### src/rtl/magnitude_pkg.sv
// rtl/magnitude_pkg.sv - shared types and relation select for the serial magnitude comparator
// Contents:
//   mag_mode_t  : relation encoding on the 3-bit mode input (6 and 7 are reserved)
//   mag_state_t : comparator FSM states
//   mag_select  : maps a latched mode plus the gt/lt decision onto the result bit
package magnitude_pkg;

    typedef enum logic [2:0] {
        MAG_LT = 3'd0,
        MAG_GT = 3'd1,
        MAG_EQ = 3'd2,
        MAG_NE = 3'd3,
        MAG_LE = 3'd4,
        MAG_GE = 3'd5
    } mag_mode_t;

    typedef enum logic [1:0] {
        IDLE    = 2'd0,
        COMPARE = 2'd1,
        DONE    = 2'd2
    } mag_state_t;

    // Reserved modes fall through to 0.
    function automatic logic mag_select(input logic [2:0] mode, input logic gt, input logic lt);
        logic eq;
        eq = ~gt & ~lt;
        case (mode)
            MAG_LT:  return lt;
            MAG_GT:  return gt;
            MAG_EQ:  return eq;
            MAG_NE:  return ~eq;
            MAG_LE:  return lt | eq;
            MAG_GE:  return gt | eq;
            default: return 1'b0;
        endcase
    endfunction

endpackage

### src/rtl/mag_bit_step.sv
// rtl/mag_bit_step.sv - one MSB-first bit of the serial magnitude decision
// Ports:
//   a_bit, b_bit   in  : current operand bits
//   gt_in, lt_in   in  : decision so far (at most one set)
//   is_msb         in  : high on the first (sign) bit of the comparison
//   gt_out, lt_out out : updated decision
// Macro SERIAL_MAGNITUDE_SIGNED_EN: treat the MSB as a two's complement sign bit.
module mag_bit_step (
    input  logic a_bit,
    input  logic b_bit,
    input  logic gt_in,
    input  logic lt_in,
    input  logic is_msb,
    output logic gt_out,
    output logic lt_out
);

    logic decided;
    logic bit_gt;
    logic bit_lt;

    assign decided = gt_in | lt_in;

`ifdef SERIAL_MAGNITUDE_SIGNED_EN
    // A set sign bit means the operand is the smaller one, so the MSB rule is inverted.
    assign bit_gt = is_msb ? (~a_bit & b_bit) : (a_bit & ~b_bit);
    assign bit_lt = is_msb ? (a_bit & ~b_bit) : (~a_bit & b_bit);
`else
    logic unused_is_msb;
    assign unused_is_msb = is_msb;
    assign bit_gt = a_bit & ~b_bit;
    assign bit_lt = ~a_bit & b_bit;
`endif

    // The first differing bit decides; later bits cannot override it.
    assign gt_out = gt_in | (~decided & bit_gt);
    assign lt_out = lt_in | (~decided & bit_lt);

endmodule

### src/rtl/serial_magnitude_comparator.sv
// rtl/serial_magnitude_comparator.sv - bit-serial MSB-first magnitude comparator with start/done handshake
// Parameters:
//   WIDTH (>= 2) : operand width
// Ports:
//   clk, reset            in  : clock, synchronous active-high reset
//   start                 in  : request a comparison (honoured only when idle)
//   a, b [WIDTH]          in  : operands, captured with start
//   mode [3]              in  : relation select, captured with start
//   busy                  out : comparison in flight (COMPARE or DONE)
//   done                  out : one-cycle pulse, result valid
//   result                out : selected relation, held until next completion
//   a_gt_b/a_lt_b/a_eq_b  out : raw one-hot flags, held with result
// Macro SERIAL_MAGNITUDE_SIGNED_EN: two's complement operands (handled in mag_bit_step).
module serial_magnitude_comparator
    import magnitude_pkg::*;
#(
    parameter int WIDTH = 8
) (
    input  logic             clk,
    input  logic             reset,
    input  logic             start,
    input  logic [WIDTH-1:0] a,
    input  logic [WIDTH-1:0] b,
    input  logic [2:0]       mode,
    output logic             busy,
    output logic             done,
    output logic             result,
    output logic             a_gt_b,
    output logic             a_lt_b,
    output logic             a_eq_b
);

    localparam int CW = $clog2(WIDTH);
    localparam logic [CW-1:0] MSB_CNT = CW'(WIDTH - 1);

    mag_state_t       state_q, state_d;
    logic [WIDTH-1:0] sa_q, sa_d;
    logic [WIDTH-1:0] sb_q, sb_d;
    logic [2:0]       mode_q, mode_d;
    logic             gt_q, gt_d;
    logic             lt_q, lt_d;
    logic [CW-1:0]    cnt_q, cnt_d;
    logic             done_q, done_d;
    logic             result_q, result_d;
    logic             a_gt_b_q, a_gt_b_d;
    logic             a_lt_b_q, a_lt_b_d;
    logic             a_eq_b_q, a_eq_b_d;

    logic step_gt;
    logic step_lt;

    // The counter starts at WIDTH-1, so that value marks the sign bit.
    mag_bit_step u_step (
        .a_bit  (sa_q[WIDTH-1]),
        .b_bit  (sb_q[WIDTH-1]),
        .gt_in  (gt_q),
        .lt_in  (lt_q),
        .is_msb (cnt_q == MSB_CNT),
        .gt_out (step_gt),
        .lt_out (step_lt)
    );

    always_comb begin
        state_d  = state_q;
        sa_d     = sa_q;
        sb_d     = sb_q;
        mode_d   = mode_q;
        gt_d     = gt_q;
        lt_d     = lt_q;
        cnt_d    = cnt_q;
        done_d   = 1'b0;
        result_d = result_q;
        a_gt_b_d = a_gt_b_q;
        a_lt_b_d = a_lt_b_q;
        a_eq_b_d = a_eq_b_q;

        case (state_q)
            IDLE: begin
                if (start) begin
                    sa_d    = a;
                    sb_d    = b;
                    mode_d  = mode;
                    gt_d    = 1'b0;
                    lt_d    = 1'b0;
                    cnt_d   = MSB_CNT;
                    state_d = COMPARE;
                end
            end
            COMPARE: begin
                gt_d = step_gt;
                lt_d = step_lt;
                sa_d = sa_q << 1;
                sb_d = sb_q << 1;
                if (cnt_q == '0) begin
                    // Output registers load on entry to DONE so they are
                    // valid in the same cycle as the done pulse.
                    state_d  = DONE;
                    done_d   = 1'b1;
                    a_gt_b_d = step_gt;
                    a_lt_b_d = step_lt;
                    a_eq_b_d = ~step_gt & ~step_lt;
                    result_d = mag_select(mode_q, step_gt, step_lt);
                end else begin
                    cnt_d = cnt_q - CW'(1);
                end
            end
            DONE: begin
                state_d = IDLE;
            end
            default: begin
                state_d = IDLE;
            end
        endcase
    end

    always_ff @(posedge clk) begin
        if (reset) begin
            state_q  <= IDLE;
            sa_q     <= '0;
            sb_q     <= '0;
            mode_q   <= '0;
            gt_q     <= 1'b0;
            lt_q     <= 1'b0;
            cnt_q    <= '0;
            done_q   <= 1'b0;
            result_q <= 1'b0;
            a_gt_b_q <= 1'b0;
            a_lt_b_q <= 1'b0;
            a_eq_b_q <= 1'b0;
        end else begin
            state_q  <= state_d;
            sa_q     <= sa_d;
            sb_q     <= sb_d;
            mode_q   <= mode_d;
            gt_q     <= gt_d;
            lt_q     <= lt_d;
            cnt_q    <= cnt_d;
            done_q   <= done_d;
            result_q <= result_d;
            a_gt_b_q <= a_gt_b_d;
            a_lt_b_q <= a_lt_b_d;
            a_eq_b_q <= a_eq_b_d;
        end
    end

    assign busy   = (state_q != IDLE);
    assign done   = done_q;
    assign result = result_q;
    assign a_gt_b = a_gt_b_q;
    assign a_lt_b = a_lt_b_q;
    assign a_eq_b = a_eq_b_q;

endmodule

### config.mk
export PLATFORM = sky130hd
export DESIGN_NAME = serial_magnitude_comparator
export DESIGN_NICKNAME = d
export VERILOG_FILES = /design/src/rtl/magnitude_pkg.sv /design/src/rtl/mag_bit_step.sv /design/src/rtl/serial_magnitude_comparator.sv
export SDC_FILE = /design/constraint.sdc
export NUM_CORES = 1
export LEC_CHECK = 0
export ABC_AREA = 1
export CORE_ASPECT_RATIO = 0.7
export CORE_UTILIZATION = 45
export DETAILED_ROUTE_END_ITERATION = 6
export GPL_TIMING_DRIVEN = 0
export HOLD_SLACK_MARGIN = 0.02
export PLACE_DENSITY = 0.8
export SLEW_MARGIN = 20
export SYNTH_ARGS = -nofsm -noshare
export SYNTH_HDL_FRONTEND = slang
export SYNTH_SLANG_ARGS = --single-unit
### constraint.sdc
create_clock -name clk -period 1.2 [get_ports clk]
set_input_delay 0.18 -clock clk [delete_from_list [all_inputs] [get_ports clk]]
set_output_delay 0.18 -clock clk [all_outputs]
set_load 0.005 [all_outputs]
After elaboration in Yosys (flattened, before gate mapping) --
Cells that the tools add are included.
Operators by class: shift-type cells 0, bitwise gates (word level) 17, magnitude comparators 0, equality and inequality tests 9, $add $sub $neg 1, div/mod/pow operators 0, reductions and logical operators 11, $mul 0, muxes and demuxes 15
Operators by type and width (number):
- 8-bit case mux with 2 select lines | 2
- 8-bit 2-to-1 mux | 2
- 2-bit AND reduction | 4
- 1-bit NOT | 7
- 3-bit by 2-bit == test with 1-bit output, second input constant | 2
- 3-bit == test, second input constant | 2
- 3-bit logical NOT | 2
- 3-bit 2-to-1 mux | 2
- 2-bit inequality test, second input constant | 3
- 1-bit case mux with 6 select lines | 1
- 3-bit case mux with 2 select lines | 1
- 1-bit AND | 5
- 1-bit bitwise OR | 5
- 2-bit 2-to-1 mux | 2
- 1-bit case mux with 2 select lines | 2
- 2-bit case mux with 2 select lines | 1
- 2-bit nonzero test | 2
- 3-bit by 1-bit == test with 1-bit output, second input constant | 1
- 3-bit AND reduction | 1
- 3-bit by 1-bit subtractor with 3-bit output, second input constant | 1
- 2-bit by 1-bit == test with 1-bit output, second input constant | 1
- 2-bit logical NOT | 1
- 1-bit 2-to-1 mux | 2
- 2-bit OR reduction | 1
Word-level totals: logic and storage cells 65, latch bits 0, register bits after elaboration 31, memory bits (read-only) 0, bits of input ports 22, memory bits (writable) 0, memories 0, output and inout bits 6

Depth between registers and ports, before layout --
Gate-level depths: netlist (run 1).
depth after elaboration 8, gate-level depth with buffers 9, mapped depth without buffers 9

Cells and area by module --
From an unflattened synthesis (run 1), not the netlist that was laid out.
Unflattened totals: cells, all modules 216, area, all modules 1470.2 sq um
Modules (own cells, without submodules):
- serial_magnitude_comparator | cells an instance 208, area an instance 1438.9 sq um, times used 1
- mag_bit_step | cells an instance 8, area an instance 31.3 sq um, times used 1

Worst setup path before layout (run 1) --
No wires, ideal clock.
kind flip-flop to flip-flop, start register cnt_q[0], end register cnt_q[1], stages on the path, launching flop included 7, library setup time 95 ps, slack -91 ps, required time 1105 ps, arrival 1196 ps, path through dfxtp_1 inv_1 ha_1 ha_1 nor2_4 nor2_1 a221oi_1
On the way: cells in the longest elaborated chain, start to end 3, elaborated cells on any way between the ends 6
RTL lines:
- start: declaration | RTL line serial_magnitude_comparator.sv:42 | logic [CW-1:0] cnt_q, cnt_d;
- start signal: assignment | RTL line serial_magnitude_comparator.sv:137 | cnt_q <= cnt_d;
- 3-bit by 1-bit subtractor with 3-bit output / 3-bit logical NOT (equally long branches) | RTL line serial_magnitude_comparator.sv:104, serial_magnitude_comparator.sv:94
- 3-bit 2-to-1 mux / 2-bit inequality test (equally long branches)
- 3-bit case mux with 2 select lines / 3-bit AND reduction (equally long branches)
Parallel ways exist; a longest one is shown, timed or not. The select of a mux whose other input is x is not followed. A chain may end at the register's enable or synchronous reset.

Final worst setup path (run 1) --
start register cnt_q[0], end register cnt_q[2]
Same word-level chain as after synthesis.

==> summary.txt, run 1 <==
Unique masters post-synth - 26
Worst-skew pair later-pin latency - 0.28 ns
Slew HR - 70.4%
Number of cell rows - 16
# hold bufs at CTS - 0
Crit path kind - reg2reg
Setup slack, reg-to-reg - -0.02 ns
Startpoint types - register
Reg-to-reg endpoint - cnt_q[2]$_SDFFE_PP0P_
Unrepaired setup endpoints after global routing - yes
Top_reg_cell synth - dfxtp_1
CTS tree - done
Antenna violations before repair - 0
Total power - 2.70 mW
VDD IR-drop max - 859 uV
WP depth - 6
H-tree Lvls - 2
Final setup slack of the worst path - -0.0191 ns
DP Wirelength - 2120 um
Fmax - 0.820 GHz
Min Clock Period, post-route - 1.22 ns
Critical path arrival - 1.42 ns
CP Cell Sequence - inv_2, ha_4, ha_4, nor2_4, nor2_4, a221oi_2
Violated checks - negative setup slack
Post-Place Setup Slack - -0.209 ns
Worst Hold Class - in2reg
Net load switching power - 0.814 mW
Gpl congestion - 0.854
Pwr dens - 1480 nW/um^2
Leakage - 0.765 nW
Leading cell type in the layout, fill and taps excluded - nand2_1
Asr flop ratio synth - 0%
Number of flops mapped to enable cells by yosys - 0
Filler cells - 244
Critical path endpoint - cnt_q[2]$_SDFFE_PP0P_
Syn_nets - 198
Initial DRC count - 95
Placed Instances - 236
Yosys reg bits - 31
P&R area growth vs syn - 33.9%
Avg Synthesized Cell Area - 7.86 um^2
GRT Resource Usage Total - 20.9%
Placeable Area - 2840 um^2
Fin nets - 234
Residual DRC - 0
CTS clk-pin slew, worst paths - 0.06 ns
Number of detailed-route iterations in the first pass - 4
Max Root-Sink Buffers - 2
Vias per std cell - 5.23
WL final - 3080 um
Slowest-stage cell, CP - dfxtp_2
Placed Area - 1690 um^2
Sequential cell area fraction in the yosys report - 45.4%
Yosys Warn Count - 0
Worst r2r path cells - 6
Non-Filler Instances - 247
Final Hold Fails - 0
Largest net degree at the start of global routing - 11
Worst EP required - 1.40 ns
Root buf cell - clkbuf_8
Clk sink count - 31
Switch share - 30.1%
Port-buffer cells - 26
Diodes inserted - 0
Mapped Cells - 174
Share of layout cells above drive strength 1 - 19.4%
Worst slew pin tran - 0.444 ns
Final Cell Area - 1830 um^2
Status - complete, but fails checks
Gr ovfl total - 0
Die Width - 67.9 um
Max Cap Violations - 0
Launch point of the worst path - cnt_q[0]$_SDFFE_PP0P_
Worst Skew - 0.00417 ns
Crit-path leading delay family - flip-flops
Area of the mapped netlist - 1370 um^2
Starting Density - 48.1%
Most frequent cells in the layout - nand2_1, dfxtp_1, clkdlybuf4s50_1
Die height - 48.1 um
Via count - 1292
Period utilization - 102%
Number of global-route vias before repair - 1133
First-pass GRT wire length - 4890 um
Setup crit end kind - register
Power Internal - 1.89 mW
Total CTS buffers - 5
WP buf/inv - 1
Die area - 3270 um^2
Routed Antenna Nets - 0
Drt wl/cell - 12.5 um
Setup violators final - 3
I/O pin count - 28
Clk network pwr share - 28.7%
Critical R2R Launch - cnt_q[0]$_SDFFE_PP0P_
CP Max Fanout - 4
Slowest stage delay, CP - 0.34 ns
Max Slew Vio Count - 0
Power share of the sequential group - 45.6%
Combinational Power Share - 25.7%
## power by group through the flow
| stage | registers, mW | logic [mW] | clock network (mW) |
|---|---|---|---|
| after floorplan | 1.23 | 0.434 | 0 |
| after global placement | 1.24 | 0.606 | 0 |
| after detailed placement | 1.25 | 0.631 | 0 |
| after CTS | 1.23 | 0.673 | 0.794 |
| after global routing | 1.25 | 0.769 | 0.836 |
| final | 1.23 | 0.694 | 0.776 |
## state kept, by name, indices dropped and copies added (netlist names)
name / flops
sa_q: 8
sb_q: 8
cnt_q: 3
mode_q: 3
state_q: 2
a_eq_b: 1
a_gt_b: 1
a_lt_b: 1
done: 1
gt_q: 1
lt_q: 1
result: 1
## cell usage after synthesis, types with 2 or more instances
cell	n	area, um^2
a21oi_1	10	50.1
nand2_1	44	165
buf_6	4	45.0
dfxtp_1	31	621
nor3_1	2	10.0
o21ai_0	20	100
nand3_1	6	30.0
a221oi_1	2	17.5
ha_1	2	25.0
nand2_4	3	33.8
inv_2	4	15.0
a31oi_1	14	87.6
nor2_1	8	30.0
a21oi_2	2	17.5
inv_1	11	41.3
## repair_timing
action | 4_1_cts | 5_1_grt
setup endpoints to repair | 10 | 13
pin swaps | 3 | 2
setup buffers | 2 | 1
resized for setup | 17 | 7
cloned | 0 | 0
## stage by stage
stage	util, %	hold WS (ns)	setup TNS, ns
finish	64.4	0.0971	-0.0462
global route	64.4	0.114	-0.248
CTS	63.8	0.0985	-0.00309
detailed placement	59.5	0.394	-3.44
global placement	59.5	0.389	-3.07
floorplan	-	0.325	0
## cells by family (layout without fill, tap and decap cells)
group / count (synthesis) / count (layout) / synth area share, %
flip-flops: 31 / 31 / 45.4
adder cells (fa/ha/maj): 2 / 2 / 1.83
AO/OA/AOI/OAI: 49 / 49 / 20.5
AND/OR/NAND/NOR: 67 / 67 / 22.7
buffers and inverters: 25 / 62 / 9.61
## layout make-up
class	count	area, um^2	share of cell area, %
multi-input combinational	118	664	36.3
sequential	31	627	34.2
timing repair buffer	29	277	15.1
clock buffer	7	76.3	4.17
inverter	17	71.3	3.90
buffer	8	65.1	3.55
tap	36	45.0	2.46
clock inverter	1	5.00	0.273
## per-layer routing
metal	share of wire (%)	up-vias	track usage, %
met4	1.1	0	8.75
li1	-	657	-
met3	6.6	4	5.61
met1	45	587	26.4
met2	47	44	34.9
met5	0	-	0
## worst min-delay path by stage
stage	from	end	slack, ns	depth (start not counted)
4_1_cts	reset	cnt_q[1]$_SDFFE_PP0P_	0.1	2
3_5_place_dp	reset	sa_q[0]$_SDFFE_PP0P_	0.39	2
2_1_floorplan	a[0]	sa_q[0]$_SDFFE_PP0P_	0.32	2
3_3_place_gp	reset	sa_q[0]$_SDFFE_PP0P_	0.39	2
5_1_grt	reset	cnt_q[1]$_SDFFE_PP0P_	0.11	2
6_report	reset	cnt_q[1]$_SDFFE_PP0P_	0.1	2
No activity file was read; power rests on OpenSTA's default activity.
==> run 2, diff against run 1 <==
- CORE_UTILIZATION: 45 -> 47
- SLEW_MARGIN: 20 -> unset
- clock period: 1.2 -> 1.4 ns (I/O delays scaled with it)
==> run 2 against run 1 <==
The run now ends clean. Power decreased by 13%. Wire length increased by 0.32%. Clock skew decreased by 0.0015 ns. Via count decreased by 1.6%. Critical path type is now reg2out.
==> summary.txt, run 2 (same netlist as run 1, synthesis figures left out) <==
Critical R2R Launch - cnt_q[0]$_SDFFE_PP0P_
Leakage - 0.743 nW (-2.9%)
WP buf/inv - 1 (unchanged)
Reg-to-reg endpoint - cnt_q[2]$_SDFFE_PP0P_
Via count - 1271 (-1.6%)
Largest net degree at the start of global routing - 11 (unchanged)
DP Wirelength - 2180 um (+2.6%)
Worst Hold Class - in2reg
Clk network pwr share - 32.1% (+3.4 points)
P&R area growth vs syn - 31.4%
Power Internal - 1.69 mW (-11%)
FF+latch area - 622 um^2 (-0.80%)
WHS - 0.142 ns (+0.0452 ns)
Placeable Area - 2610 um^2 (-8.2%)
Final setup slack of the worst path - 0.0750 ns (+0.0941 ns)
WL final - 3090 um (+0.32%)
Largest regs - sa_q (8), sb_q (8)
First-pass GRT wire length - 5150 um (+5.5%)
Non-Filler Instances - 244 (-1.2%)
Max Root-Sink Buffers - 2 (unchanged)
Critical path endpoint - result
Number of global-route vias before repair - 1126 (-0.62%)
I/O pin count - 28 (unchanged)
Leading cell type in the layout, fill and taps excluded - nand2_1
CP Max Fanout - 2 (-2)
Setup crit end kind - primary output
Net load switching power - 0.664 mW (-18%)
Pwr dens - 1310 nW/um^2 (-11%)
Die height - 47.1 um (-2.1%)
CP Cell Sequence - clkdlybuf4s50_1
Power share of the sequential group - 44.7% (-0.9 points)
Residual DRC - 0 (unchanged)
Gpl congestion - 0.783 (-8.3%)
Number of cell rows - 15 (-1)
Number of detailed-route iterations in the first pass - 4 (unchanged)
WP depth - 1 (-5)
Fmax - 0.755 GHz
Root buf cell - clkbuf_8
Routed Antenna Nets - 0 (unchanged)
H-tree Lvls - 2 (unchanged)
Diodes inserted - 0 (unchanged)
# hold bufs at CTS - 0 (unchanged)
Launch point of the worst path - result$_SDFFE_PP0P_
Setup violators final - 0 (-3)
Die Width - 66.5 um (-2.1%)
Worst Skew - 0.00268 ns (-0.00149 ns)
Slew HR - 71.2% (+0.80 points)
VDD IR-drop max - 781 uV (-9.0%)
Crit-path leading delay family - buffers and inverters
Placed Instances - 234 (-0.85%)
Switch share - 28.3% (-1.9 points)
CTS clk-pin slew, worst paths - 0.06 ns (about the same)
Min Clock Period, post-route - 1.33 ns
Final Cell Area - 1800 um^2 (-1.8%)
Worst-skew pair later-pin latency - 0.28 ns (about the same)
Critical path arrival - 1.12 ns (-0.30 ns)
Clk sink count - 31 (unchanged)
Vias per std cell - 5.21 (-0.42%)
Period utilization - 94.6%
Share of layout cells above drive strength 1 - 15.2% (-4.2 points)
Starting Density - 52.4% (+4.3 points)
Max Slew Vio Count - 0 (unchanged)
Slowest stage delay, CP - 0.51 ns (+0.17 ns)
Filler cells - 206 (-16%)
Drt wl/cell - 12.7 um (+1.6%)
Status - complete, no violations
Worst slew pin tran - 0.432 ns (-0.0120 ns)
Post-Place Setup Slack - -0.0835 ns (+0.125 ns)
Placed Area - 1670 um^2 (-1.2%)
Combinational Power Share - 23.1% (-2.6 points)
Port-buffer cells - 26 (unchanged)
Fin nets - 233 (-0.43%)
Die area - 3130 um^2 (-4.1%)
Setup slack, reg-to-reg - 0.09 ns (+0.11 ns)
Footprint of the multi-input gates - 627 um^2 (-5.6%)
GRT Resource Usage Total - 23.3% (+2.3 points)
Gr ovfl total - 0 (unchanged)
Crit path kind - reg2out
Startpoint types - register
Worst EP required - 1.19 ns (-0.21 ns)
Antenna violations before repair - 0 (unchanged)
Setup TNS - 0 ns (+0.0462 ns)
Most frequent cells in the layout - nand2_1, dfxtp_1, clkdlybuf4s50_1
CTS tree - done
Initial DRC count - 101 (+6.3%)
Slowest-stage cell, CP - clkdlybuf4s50_1
Max Cap Violations - 0 (unchanged)
Final Hold Fails - 0 (unchanged)
Total CTS buffers - 5 (unchanged)
Worst r2r path cells - 6 (unchanged)
==> run 2: worst min path at each step <==
stage | startpoint | end | slack [ns] | cells after the start
after floorplan | a[0] | sa_q[0]$_SDFFE_PP0P_ | 0.35 | 2
after global placement | reset | sb_q[0]$_SDFFE_PP0P_ | 0.42 | 2
after detailed placement | reset | state_q[1]$_SDFFE_PP0P_ | 0.43 | 2
after CTS | reset | state_q[0]$_SDFFE_PP0P_ | 0.14 | 2
after global routing | reset | sa_q[0]$_SDFFE_PP0P_ | 0.14 | 2
final | reset | cnt_q[1]$_SDFFE_PP0P_ | 0.14 | 2
==> run 2: power groups by stage <==
stage	Sequential, mW	Clock, mW	Combinational, mW
after global placement	1.06	0	0.502
after global routing	1.06	0.808	0.612
after floorplan	1.05	0	0.353
final	1.05	0.756	0.544
after CTS	1.05	0.765	0.525
after detailed placement	1.07	0	0.522
==> run 2: routing by layer <==
| layer | GRT usage (%) | vias up | part of all wire (%) |
|---|---|---|---|
| met4 | 7.23 | 0 | 0.42 |
| met5 | 0 | - | 0 |
| met3 | 8.25 | 2 | 6.0 |
| met1 | 29.5 | 578 | 46 |
| met2 | 38.0 | 40 | 48 |
| li1 | - | 651 | - |
==> run 2: through the flow <==
stage	power (mW)	util [%]
after floorplan	1.41	-
after global placement	1.56	64.0
after detailed placement	1.59	64.0
after CTS	2.34	68.0
after global routing	2.48	68.9
final	2.35	68.9
==> run 2: layout make-up <==
class                   count  area share (%)
multi-input cells         118            34.9
flip-flops and latches     31            34.6
repair buffers             28            15.3
clock buffers               8            5.57
inverters                  17            3.69
plain buffers               8            3.62
well taps                  34            2.37
==> run 2: timing repair <==
item	in CTS	in global routing
pin swaps	0	1
setup endpoints to repair	3	2
cloned	0	0
resized for setup	3	2
buffers inserted	0	2
